**src/rtl/imm_gen_pipe.sv**
```systemverilog
// Pipelined immediate generator: decodes the immediate, format and illegal flag of a
// 32-bit instruction, one result per cycle, with an optional skid entry behind the output stage.
module imm_gen_pipe #(
  parameter int XLEN        = 32,
  parameter int AUTO_DECODE = 1,
  parameter int SKID        = 1,
  parameter int TAG_W       = 32
) (
  input  logic             clk,
  input  logic             rst,
  input  logic             in_valid,
  output logic             in_ready,
  input  logic [31:0]      instr,
  input  logic [2:0]       sel_ext,
  input  logic [TAG_W-1:0] in_tag,
  output logic             out_valid,
  input  logic             out_ready,
  output logic [XLEN-1:0]  imm,
  output logic [2:0]       out_fmt,
  output logic             out_illegal,
  output logic [TAG_W-1:0] out_tag
);

  localparam logic [2:0] FMT_I    = 3'd0;
  localparam logic [2:0] FMT_S    = 3'd1;
  localparam logic [2:0] FMT_B    = 3'd2;
  localparam logic [2:0] FMT_U    = 3'd3;
  localparam logic [2:0] FMT_J    = 3'd4;
  localparam logic [2:0] FMT_R    = 3'd5;
  localparam logic [2:0] FMT_SH   = 3'd6;
  localparam logic [2:0] FMT_NONE = 3'd7;

  logic [6:0]      opcode;
  logic [2:0]      funct3;
  logic            is_shift_f3;
  logic [2:0]      dec_fmt;
  logic            dec_ill;
  logic [31:0]     imm32;
  logic [XLEN-1:0] dec_imm;

  assign opcode      = instr[6:0];
  assign funct3      = instr[14:12];
  assign is_shift_f3 = (funct3 == 3'b001) || (funct3 == 3'b101);

  always_comb begin
    dec_fmt = FMT_NONE;
    dec_ill = 1'b1;
    if (AUTO_DECODE != 0) begin
      case (opcode)
        7'b0000011, 7'b1100111, 7'b1110011: dec_fmt = FMT_I;
        7'b0010011: dec_fmt = is_shift_f3 ? FMT_SH : FMT_I;
        7'b0011011: if (XLEN == 64) dec_fmt = is_shift_f3 ? FMT_SH : FMT_I;
        7'b0100011: dec_fmt = FMT_S;
        7'b1100011: dec_fmt = FMT_B;
        7'b0110111, 7'b0010111: dec_fmt = FMT_U;
        7'b1101111: dec_fmt = FMT_J;
        7'b0110011: dec_fmt = FMT_R;
        7'b0111011: if (XLEN == 64) dec_fmt = FMT_R;
        default:    dec_fmt = FMT_NONE;
      endcase
      // Compressed encodings are not handled by this decoder.
      if (instr[1:0] != 2'b11) dec_fmt = FMT_NONE;
      dec_ill = (dec_fmt == FMT_NONE);
    end else begin
      dec_fmt = sel_ext;
      dec_ill = (sel_ext == FMT_R) || (sel_ext == FMT_SH) || (sel_ext == FMT_NONE);
    end

    imm32 = '0;
    case (dec_fmt)
      FMT_I:  imm32 = {{20{instr[31]}}, instr[31:20]};
      FMT_S:  imm32 = {{20{instr[31]}}, instr[31:25], instr[11:7]};
      FMT_B:  imm32 = {{19{instr[31]}}, instr[31], instr[7], instr[30:25], instr[11:8], 1'b0};
      FMT_U:  imm32 = {instr[31:12], 12'b0};
      FMT_J:  imm32 = {{11{instr[31]}}, instr[31], instr[19:12], instr[20], instr[30:21], 1'b0};
      // RV64 OP-IMM shifts carry a 6-bit shamt; the 32-bit word variants keep 5 bits.
      FMT_SH: imm32 = ((XLEN == 64) && (opcode == 7'b0010011)) ? {26'b0, instr[25:20]}
                                                               : {27'b0, instr[24:20]};
      default: imm32 = '0;
    endcase
    if (dec_ill) imm32 = '0;
  end

  assign dec_imm = XLEN'($signed(imm32));

  logic             out_valid_q, out_valid_d;
  logic [XLEN-1:0]  out_imm_q, out_imm_d;
  logic [2:0]       out_fmt_q, out_fmt_d;
  logic             out_ill_q, out_ill_d;
  logic [TAG_W-1:0] out_tag_q, out_tag_d;
  logic             skid_valid_q, skid_valid_d;
  logic [XLEN-1:0]  skid_imm_q, skid_imm_d;
  logic [2:0]       skid_fmt_q, skid_fmt_d;
  logic             skid_ill_q, skid_ill_d;
  logic [TAG_W-1:0] skid_tag_q, skid_tag_d;
  logic             out_free;
  logic             in_fire;

  assign out_free = !out_valid_q || out_ready;
  assign in_ready = (SKID != 0) ? !skid_valid_q : out_free;
  assign in_fire  = in_valid && in_ready;

  always_comb begin
    out_valid_d  = out_valid_q;
    out_imm_d    = out_imm_q;
    out_fmt_d    = out_fmt_q;
    out_ill_d    = out_ill_q;
    out_tag_d    = out_tag_q;
    skid_valid_d = skid_valid_q;
    skid_imm_d   = skid_imm_q;
    skid_fmt_d   = skid_fmt_q;
    skid_ill_d   = skid_ill_q;
    skid_tag_d   = skid_tag_q;
    if (out_free) begin
      if (skid_valid_q) begin
        // in_ready is low while the skid entry is occupied, so nothing new arrives here.
        out_valid_d  = 1'b1;
        out_imm_d    = skid_imm_q;
        out_fmt_d    = skid_fmt_q;
        out_ill_d    = skid_ill_q;
        out_tag_d    = skid_tag_q;
        skid_valid_d = 1'b0;
      end else begin
        out_valid_d = in_fire;
        if (in_fire) begin
          out_imm_d = dec_imm;
          out_fmt_d = dec_fmt;
          out_ill_d = dec_ill;
          out_tag_d = in_tag;
        end
      end
    end else if (in_fire && (SKID != 0)) begin
      skid_valid_d = 1'b1;
      skid_imm_d   = dec_imm;
      skid_fmt_d   = dec_fmt;
      skid_ill_d   = dec_ill;
      skid_tag_d   = in_tag;
    end
  end

  always_ff @(posedge clk or posedge rst) begin
    if (rst) begin
      out_valid_q  <= 1'b0;
      out_imm_q    <= '0;
      out_fmt_q    <= '0;
      out_ill_q    <= 1'b0;
      out_tag_q    <= '0;
      skid_valid_q <= 1'b0;
      skid_imm_q   <= '0;
      skid_fmt_q   <= '0;
      skid_ill_q   <= 1'b0;
      skid_tag_q   <= '0;
    end else begin
      out_valid_q  <= out_valid_d;
      out_imm_q    <= out_imm_d;
      out_fmt_q    <= out_fmt_d;
      out_ill_q    <= out_ill_d;
      out_tag_q    <= out_tag_d;
      skid_valid_q <= skid_valid_d;
      skid_imm_q   <= skid_imm_d;
      skid_fmt_q   <= skid_fmt_d;
      skid_ill_q   <= skid_ill_d;
      skid_tag_q   <= skid_tag_d;
    end
  end

  assign out_valid   = out_valid_q;
  assign imm         = out_imm_q;
  assign out_fmt     = out_fmt_q;
  assign out_illegal = out_ill_q;
  assign out_tag     = out_tag_q;

endmodule

```
**config.mk**
```make
export PLATFORM = sky130hd
export DESIGN_NAME = imm_gen_pipe
export DESIGN_NICKNAME = d
export VERILOG_FILES = /design/src/rtl/imm_gen_pipe.sv
export SDC_FILE = /design/constraint.sdc
export NUM_CORES = 1
export LEC_CHECK = 0
export BUFFER_PORTS_ARGS = -buffer_cell sky130_fd_sc_hd__buf_2
export CORE_UTILIZATION = 40
export CTS_BUF_LIST = sky130_fd_sc_hd__clkbuf_2
export DETAILED_ROUTE_END_ITERATION = 12
export HOLD_SLACK_MARGIN = 0.15
export PLACE_DENSITY = 0.61
export SLEW_MARGIN = 15
export SYNTH_ARGS = -nofsm -noshare
export SYNTH_HDL_FRONTEND = slang
export SYNTH_SLANG_ARGS = --single-unit
```
**constraint.sdc**
```tcl
create_clock -name clk -period 4.9 [get_ports clk]
set_input_delay 1.47 -clock clk [delete_from_list [all_inputs] [get_ports clk]]
set_output_delay 1.47 -clock clk [all_outputs]
set_load 0.01 [all_outputs]
```
==> results of run 1 <==
layer usage:
layer,GRT usage (%),wire length [um],vias to the layer above
met5,0,13,-
met4,6.436,222,2
met3,5.259,875,24
met2,33.82,7729,152
met1,29.49,7851,2630
li1,-,-,2625
worst reg2reg max path, delay by kind of cell (launching register included):
kind | cells | cell delay [ps]
and+or+nand+nor | 2 | 940
DFF | 1 | 860
AOI/OAI and AO/OA | 2 | 220
buffers and inverters | 2 | 870
through the flow:
stage	area, um2	power (mW)	setup WS, ps	utilization, %	std cells
3_3_place_gp	7219	2.032	1430	47.14	991
3_5_place_dp	7219	2.059	1400	47.14	991
4_1_cts	7423	2.679	1217	48.47	1023
2_1_floorplan	6344	1.808	1709	-	681
6_report	7423	2.652	1297	48.47	1023
5_1_grt	7423	2.819	1154	48.47	1023
area by class of cell:
| cell class | instances | share of cell area [%] |
|---|---|---|
| clock buffer | 19 | 1.281 |
| sequential | 138 | 46.54 |
| timing repair buffer | 148 | 10.69 |
| tap | 211 | 3.556 |
| clock inverter | 13 | 1.466 |
| multi-input combinational | 491 | 36.27 |
| inverter | 3 | 0.2023 |
cells in the mapped netlist (4+ instances only):
cell | count | area (um2)
o31ai_1 | 4 | 30.03
o21bai_1 | 19 | 142.6
clkbuf_1 | 37 | 138.9
mux2i_1 | 33 | 330.3
nand4_1 | 17 | 106.4
o21ai_0 | 43 | 215.2
dfrtp_1 | 138 | 3453
nand2_1 | 175 | 656.9
o221ai_1 | 4 | 35.03
nor3_1 | 20 | 100.1
nor2_1 | 28 | 105.1
buf_2 | 8 | 40.04
nand3_1 | 17 | 85.08
a21oi_1 | 15 | 75.07
o21ai_1 | 22 | 110.1
and3_1 | 14 | 87.58
nand2b_1 | 4 | 25.02
a31oi_1 | 42 | 262.8
registers in the layout (all words and copies together) (netlist names):
signal / cells
imm: 32
out_fmt: 3
out_illegal: 1
out_tag: 32
out_valid: 1
skid_fmt_q: 3
skid_ill_q: 1
skid_imm_q: 32
skid_tag_q: 32
skid_valid_q: 1
power by group:
| part | internal (mW) | switching, mW |
|---|---|---|
| combinational | 0.236 | 0.344 |
| sequential | 1.33 | 0.113 |
| clock | 0.223 | 0.402 |
worst max-delay path by stage:
| stage | slack, ps | start | to |
|---|---|---|---|
| floorplan | 1710 | rst | imm[0]$_DFFE_PP0P_ |
| global placement | 1430 | instr[1] | skid_imm_q[6]$_DFFE_PP0P_ |
| detailed placement | 1400 | instr[1] | skid_imm_q[9]$_DFFE_PP0P_ |
| CTS | 1220 | skid_valid_q$_DFFE_PP0P_ | in_ready |
| global route | 1150 | skid_valid_q$_DFFE_PP0P_ | in_ready |
| finish | 1300 | skid_valid_q$_DFFE_PP0P_ | in_ready |
placed cells by master, fill, tap and decap left out, types with 17 or more instances in the layout:
cell type	instances
mux2i_1	33
a31oi_1	42
o21ai_0	43
buf_2	137
nand2_1	174
nor2_1	26
dfrtp_1	137
nand3_1	17
nand4_1	17
clkbuf_2	19
nor3_1	20
o21ai_1	21
o21bai_1	19
kinds of logic after synthesis:
logic type,share of synthesized area [%]
and+or+nand+nor,20.94
AOI/OAI and AO/OA,15.61
DFF,54.47
buffers and inverters,3.414
muxes,5.565
==> results_dict.tcl, run 1 <==
set metrics [dict create \
    status "finished, final reports clean" \
    fp-row-count 45 \
    cp_cell_sequence "inv_1, buf_4, buf_2" \
    initial_core_util_pct 41.40 \
    synthArstFlopShare_pct 100.0 \
    antenna_found_initial 1 \
    area_delta_synth_final_pct 17.09 \
    clk_pin_slew_worst_paths_ps 180 \
    synth_edf_count 0 \
    ant_nets 0 \
    post-route-min-period_ps 3603 \
    multiInputGateArea_mm2 0.002693 \
    cts_hold_buf 0 \
    grt_remaining_overflow 0 \
    synth_cell_types 46 \
    ys_warn_count 0 \
    crit_arrival_ps 2130 \
    fp.dieW_um 127.9 \
    die_y_um 127.9 \
    coreArea_mm2 0.01531 \
    gp_congestion 0.8163 \
    port_buffers 137 \
    syn-mean-instance-area_um2 9.310 \
    tightestPinTransition_ps 1052 \
    cp_max_fo 30 \
    max-slew-margin-rel_pct 29.63 \
    drt_first_iter_violations 364 \
    dieArea_mm2 0.01636 \
    drv_slew 0 \
    required_ps 3430 \
    clock-root-buffer "clkbuf_2" \
    critPathMaxStageDelay_ps 860 \
    hold_path_class "flop to flop" \
    p_leak_nw 3.473 \
    wire_per_inst_um 16.32 \
    antenna_cells 0 \
    grt_usage_pct 21.53 \
    clock_latency_ps 730 \
    wirelength_mm 16.69 \
    synth_ff_type "dfrtp_1" \
    r2r_slack_ps 1940 \
    reg2reg_depth 6 \
    rsz0062_at_grt "no" \
    min_delay_path_depth 2 \
    crit_family "flip-flops" \
    ys_seq_elements 138 \
    reg2reg_from "skid_valid_q$_DFFE_PP0P_" \
    dpl.hpwl_mm 10.95 \
    vias 5433 \
    cp.depth 3 \
    clock_skew_ps 24.75 \
    grt_pass1_wl_mm 27.25 \
    layout-drive-gt1-share_pct 23.65 \
    cts_setup_buffers 0 \
    finalCritPeriodShare_pct 73.54 \
    cts_buffers 17 \
    peakVddDrop_mv 0.1262 \
    postSynthNetCount 752 \
    pwr_density_cell_mw_per_mm2 357.3 \
    maxCapViolations 0 \
    viasPerCell 5.311 \
    io_pins 141 \
    drcViolationCount 0 \
    setup_viol 0 \
    holdCritStartpoint "out_tag[19]$_DFFE_PP0P_" \
    worstSetupStartpointType "flop" \
    grt_pass1_vias 5264 \
    clock-sinks 138 \
    fin_nets 870 \
    holdPathEnd "out_tag[19]$_DFFE_PP0P_" \
    seqCellArea_mm2 0.003455 \
    critPathKind "flop to output port" \
    cts_resized 0 \
    cts_tree "done" \
    firstDrtPassIters 5 \
    clockBufferDepth 2 \
    cts_max_level 4 \
    fin_tns_setup_ps 0 \
    fillers 1521 \
    reg2reg_to "imm[13]$_DFFE_PP0P_" \
    syn_inst 681 \
    finalHoldViolCount 0 \
    whs_ps 494.7 \
    ys_seq_area_share_pct 54.47 \
    grt_start_max_net_pins 77 \
    path_buf_inv 3 \
    cp_slowest_cell "dfrtp_2" \
    end_kind "output port" \
    netlist_area_mm2 0.006340 \
    fmax_mhz 277.5 \
]
Power figures use the tool's default switching activity.
==> run 2, diff against run 1 <==
--- a/config.mk
+++ b/config.mk
@@ -5,6 +5,7 @@
 export SDC_FILE = /design/constraint.sdc
 export NUM_CORES = 1
 export LEC_CHECK = 0
+export ABC_AREA = 1
 export BUFFER_PORTS_ARGS = -buffer_cell sky130_fd_sc_hd__buf_2
 export CORE_UTILIZATION = 40
 export CTS_BUF_LIST = sky130_fd_sc_hd__clkbuf_2
==> constraint.sdc (replaced) <==
create_clock -name clk -period 3 [get_ports clk]
set_input_delay 0.9 -clock clk [delete_from_list [all_inputs] [get_ports clk]]
set_output_delay 0.9 -clock clk [all_outputs]
set_load 0.01 [all_outputs]
==> results_dict.tcl, run 2 <==
set metrics [dict create \
    synthArstFlopShare_pct 100.0 \
    setup_viol 0 \
    p_leak_nw 4.178 \
    drt_first_iter_violations 298 \
    coreArea_mm2 0.01594 \
    yosys-top-cells-area "dfrtp_1, nand2_1, nor2_1, a31oi_1, a21oi_1" \
    cts_buffers 17 \
    cts_resized 0 \
    cts_hold_buf 1 \
    clockBufferDepth 2 \
    wirelength_mm 16.54 \
    cp_slowest_cell "dfrtp_2" \
    clock-root-buffer "clkbuf_2" \
    ys_warn_count 0 \
    initial_core_util_pct 41.01 \
    finalHoldViolCount 0 \
    die_y_um 129.9 \
    ys_seq_elements 138 \
    maxCapViolations 0 \
    clock_skew_ps 33.35 \
    syn-mean-instance-area_um2 7.729 \
    cts_max_level 4 \
    dpl.hpwl_mm 10.74 \
    netlist_area_mm2 0.006539 \
    crit_arrival_ps 1670 \
    placed_cell_area_mm2 0.007436 \
    finalCritPeriodShare_pct 85.50 \
    synthTopCellsByCount "nand2_1, dfrtp_1, nor2_1" \
    required_ps 2100 \
    post-route-min-period_ps 2565 \
    drcViolationCount 0 \
    min_delay_path_depth 3 \
    p_total_mw 4.371 \
    synth_cell_types 26 \
    vias 5759 \
    reg2reg_to "imm[31]$_DFFE_PP0P_" \
    path_buf_inv 2 \
    worstSetupStartpointType "flop" \
    mostFrequentLayoutCells "nand2_1, dfrtp_1, buf_2, nor2_1, a21oi_1" \
    clk_pin_slew_worst_paths_ps 230 \
    setup_slack_ps 435.0 \
    postSynthNetCount 917 \
    critPathMaxStageDelay_ps 740 \
    grt_pass1_wl_mm 27.34 \
    cp.depth 2 \
    max-slew-margin-rel_pct 39.10 \
    ant_nets 0 \
    drv_slew 0 \
    synth_top_area_share_pct 52.81 \
    fin_nets 1034 \
    post-place-ws_ps 191.0 \
    ys_seq_area_share_pct 52.81 \
    antenna_found_initial 1 \
    cts_tree "done" \
    port_buffers 137 \
    rsz0062_at_grt "no" \
    fmax_mhz 389.9 \
    clock_latency_ps 710 \
    cp_cell_sequence "inv_2, buf_2" \
    grt_start_max_net_pins 69 \
    io_pins 141 \
    dp.cells 1159 \
    layout-drive-gt1-share_pct 22.13 \
    viasPerCell 4.827 \
    syn_inst 846 \
    peakVddDrop_mv 0.3193 \
    synth_area_leader_cell "dfrtp_1" \
    mostFrequentLayoutCell "nand2_1" \
    reg2reg_from "skid_valid_q$_DFFE_PP0P_" \
    grt_usage_pct 21.06 \
    crit_family "flip-flops" \
    cp_max_fo 22 \
    hold_path_class "input port to flop" \
    synth_ff_type "dfrtp_1" \
    tightestPinTransition_ps 912.1 \
    stdcell_count 1193 \
    critPathKind "flop to output port" \
    grt_remaining_overflow 0 \
    r2r_slack_ps 950 \
    status "finished, final reports clean" \
    holdPathEnd "skid_tag_q[20]$_DFFE_PP0P_" \
    fp.dieW_um 129.9 \
    holdCritStartpoint "in_tag[20]" \
    reg2reg_depth 5 \
    synth_edf_count 0 \
    fp-row-count 46 \
    area_delta_synth_final_pct 17.87 \
    fin_tns_setup_ps 0 \
    firstDrtPassIters 5 \
    cts_setup_buffers 0 \
    gp_congestion 0.9017 \
    clock-sinks 138 \
    finalInstanceArea_mm2 0.007707 \
    pwr_density_cell_mw_per_mm2 567.2 \
    end_kind "output port" \
    synth_most_common_cell "nand2_1" \
    wire_per_inst_um 13.87 \
    grt_pass1_vias 5414 \
    dieArea_mm2 0.01686 \
]
[run 2: area by class of cell]
cell class                 instances  area, um2
fill                            1683       8235
tap                              216      270.3
clock buffer                      18      90.09
inverter                          46      176.4
sequential                       138       3455
timing repair buffer             150      835.8
clock inverter                    14      168.9
antenna                            1      2.502
multi-input combinational        610       2709
[run 2: metal layers]
metal  GRT usage (%)  wire (um)  share of wire (%)
met1           28.79       8019                 48
met4           7.182        274                1.7
met2           32.84       7531                 46
met5               0          0                  0
met3           5.002        719                4.3
[run 2: report_power, final]
| group | switching [mW] | internal (mW) | total (mW) |
|---|---|---|---|
| sequential | 0.143 | 2.13 | 2.28 |
| clock | 0.729 | 0.473 | 1.20 |
| combinational | 0.554 | 0.339 | 0.893 |
[run 2: worst max path at each step]
stage | from | end | slack, ps
after floorplan | rst | imm[0]$_DFFE_PP0P_ | 380
after global placement | instr[4] | imm[19]$_DFFE_PP0P_ | 250
final | skid_valid_q$_DFFE_PP0P_ | in_ready | 430
after global routing | skid_valid_q$_DFFE_PP0P_ | in_ready | 300
after detailed placement | instr[2] | imm[19]$_DFFE_PP0P_ | 190
after CTS | skid_valid_q$_DFFE_PP0P_ | in_ready | 360
[run 2: through the flow]
| stage | utilization, % | hold WS [ps] |
|---|---|---|
| 6_report | 48.34 | 373.3 |
| 5_1_grt | 48.34 | 275.4 |
| 4_1_cts | 48.33 | 299.2 |
| 3_5_place_dp | 46.64 | 457.9 |
| 3_3_place_gp | 46.64 | 452.9 |
| 2_1_floorplan | - | 441.7 |
[run 2: logic make-up (layout without fill, tap and decap cells)]
group / after synthesis / in the layout / share of synthesized area, %
and+or+nand+nor: 478 / 478 / 29.77
DFF: 138 / 138 / 52.81
AOI/OAI and AO/OA: 132 / 132 / 11.44
buffers and inverters: 98 / 228 / 5.970
other: 0 / 1 / 0
[run 2: tightest hold or removal path: stages]
cell	delay (ps)
buf_2	90
nand2_1	50
nand2_1	50
==> run 3, diff against run 2 <==
--- a/config.mk
+++ b/config.mk
@@ -7,11 +7,11 @@
 export LEC_CHECK = 0
 export ABC_AREA = 1
 export BUFFER_PORTS_ARGS = -buffer_cell sky130_fd_sc_hd__buf_2
-export CORE_UTILIZATION = 40
+export CORE_UTILIZATION = 45
 export CTS_BUF_LIST = sky130_fd_sc_hd__clkbuf_2
 export DETAILED_ROUTE_END_ITERATION = 12
 export HOLD_SLACK_MARGIN = 0.15
-export PLACE_DENSITY = 0.61
+export PLACE_DENSITY = 0.68
 export SLEW_MARGIN = 15
 export SYNTH_ARGS = -nofsm -noshare
 export SYNTH_HDL_FRONTEND = slang
==> results_dict.tcl, run 3 (synthesized netlist as in run 2, its figures left out) <==
set metrics [dict create \
    status "finished, final reports clean" \
    antenna_found_initial 1 \
    drcViolationCount 0 \
    cts_hold_buf 0 \
    tightestPinTransition_ps 902.8 \
    post-route-min-period_ps 2634 \
    fin_nets 1034 \
    critPathMaxStageDelay_ps 430 \
    port_buffers 137 \
    cts_max_level 4 \
    utilization_pct 54.17 \
    wl_met3_um 741 \
    clock-sinks 138 \
    mostFrequentLayoutCells "nand2_1, dfrtp_1, buf_2, nor2_1, a21oi_1" \
    viasPerCell 5.035 \
    worstSetupStartpointType "flop" \
    cp_max_fo 45 \
    grt_remaining_overflow 0 \
    wirelength_mm 16.06 \
    cp_slowest_cell "buf_4" \
    peakVddDrop_mv 0.2789 \
    grt_pass1_wl_mm 26.56 \
    crit_arrival_ps 1730 \
    maxCapViolations 0 \
    layout-drive-gt1-share_pct 22.13 \
    crit_family "buffers and inverters" \
    fp.dieW_um 122.5 \
    clk_pin_slew_worst_paths_ps 210 \
    ant_nets 0 \
    pwr_density_cell_mw_per_mm2 548.0 \
    required_ps 2100 \
    dieArea_mm2 0.01502 \
    coreArea_mm2 0.01404 \
    clock-root-buffer "clkbuf_2" \
    die_y_um 122.5 \
    gp_congestion 0.8852 \
    vias 5825 \
    hold_path_class "input port to async pin" \
    io_pins 141 \
    finalHoldViolCount 0 \
    critPathKind "flop to output port" \
    cts_resized 0 \
    wl_met2_mm 7.084 \
    wl_met1_mm 8.045 \
    grt_start_max_net_pins 86 \
    dr.max_layer_used "met4" \
    area_delta_synth_final_pct 16.32 \
    clock_latency_ps 700 \
    grt_usage_pct 22.95 \
    fmax_mhz 379.7 \
    clockBufferDepth 2 \
    setup_viol 0 \
    cts_setup_buffers 0 \
    clock_skew_ps 38.16 \
    path_buf_inv 3 \
    p_leak_nw 4.147 \
    rsz0062_at_grt "no" \
    cts_buffers 17 \
    wire_per_inst_um 13.88 \
    finalCritPeriodShare_pct 87.79 \
    drv_slew 0 \
    mostFrequentLayoutCell "nand2_1" \
    grt_pass1_vias 5233 \
    end_kind "output port" \
    cts_tree "done" \
    firstDrtPassIters 5 \
    fp-row-count 43 \
    cp_cell_sequence "buf_4, inv_2, buf_2" \
    dpl.hpwl_mm 10.25 \
    initial_core_util_pct 46.57 \
    drt_first_iter_violations 461 \
    max-slew-margin-rel_pct 39.73 \
    fin_tns_setup_ps 0 \
]
-- run 3: final timing paths --
| kind | startpoint | endpoint | slack [ps] | cells after the start |
|---|---|---|---|---|
| max | skid_valid_q$_DFFE_PP0P_ | in_ready | 370 | 3 |
| min | rst | out_tag[26]$_DFFE_PP0P_ | 280 | 3 |
| max reg2reg | skid_valid_q$_DFFE_PP0P_ | imm[1]$_DFFE_PP0P_ | 1110 | 6 |
| min reg2reg | skid_tag_q[25]$_DFFE_PP0P_ | skid_tag_q[25]$_DFFE_PP0P_ | 500 | 2 |
| max in group asynchronous | rst | imm[0]$_DFFE_PP0P_ | 2350 | 3 |
| min in group clk | in_tag[28] | skid_tag_q[28]$_DFFE_PP0P_ | 390 | 3 |
-- run 3: area by class of cell --
cell class | instances | area (um2)
diodes | 1 | 2.502
clock buffers | 21 | 105.1
clock inverters | 11 | 100.1
fillers | 1396 | 6436
inverters | 46 | 176.4
multi-input cells | 610 | 2709
flip-flops and latches | 138 | 3455
well taps | 180 | 225.2
repair buffers | 150 | 833.3
-- run 3: per-stage QoR --
step           instance area, um2  total power, mW  instances  setup slack (ps)  hold WS (ps)
2_1_floorplan                6543            2.840        846             378.9         441.7
3_3_place_gp                 7398            3.193       1124             357.3         452.8
3_5_place_dp                 7398            3.219       1124             338.5         458.2
4_1_cts                      7604            4.214       1156             285.3         241.8
5_1_grt                      7606            4.440       1157             174.8         215.2
6_report                     7606            4.168       1157             366.3         284.0
-- run 3: power breakdown --
group | total, mW | switching, mW | internal [mW]
Combinational | 0.894 | 0.557 | 0.338
Clock | 0.999 | 0.690 | 0.308
Sequential | 2.27 | 0.142 | 2.13
-- run 3: worst reg2reg max path: cells and delay by family, from the launching register on --
family        cells  cell delay (ps)
simple gates      3              390
buf+inv           3              980
flops             1              440
-- run 3: routing by layer --
layer  up-vias  track usage [%]
li1       2935                -
met1      2730            33.73
met2       141            33.71
met3        19            5.623
met4         0            6.021
met5         -                0
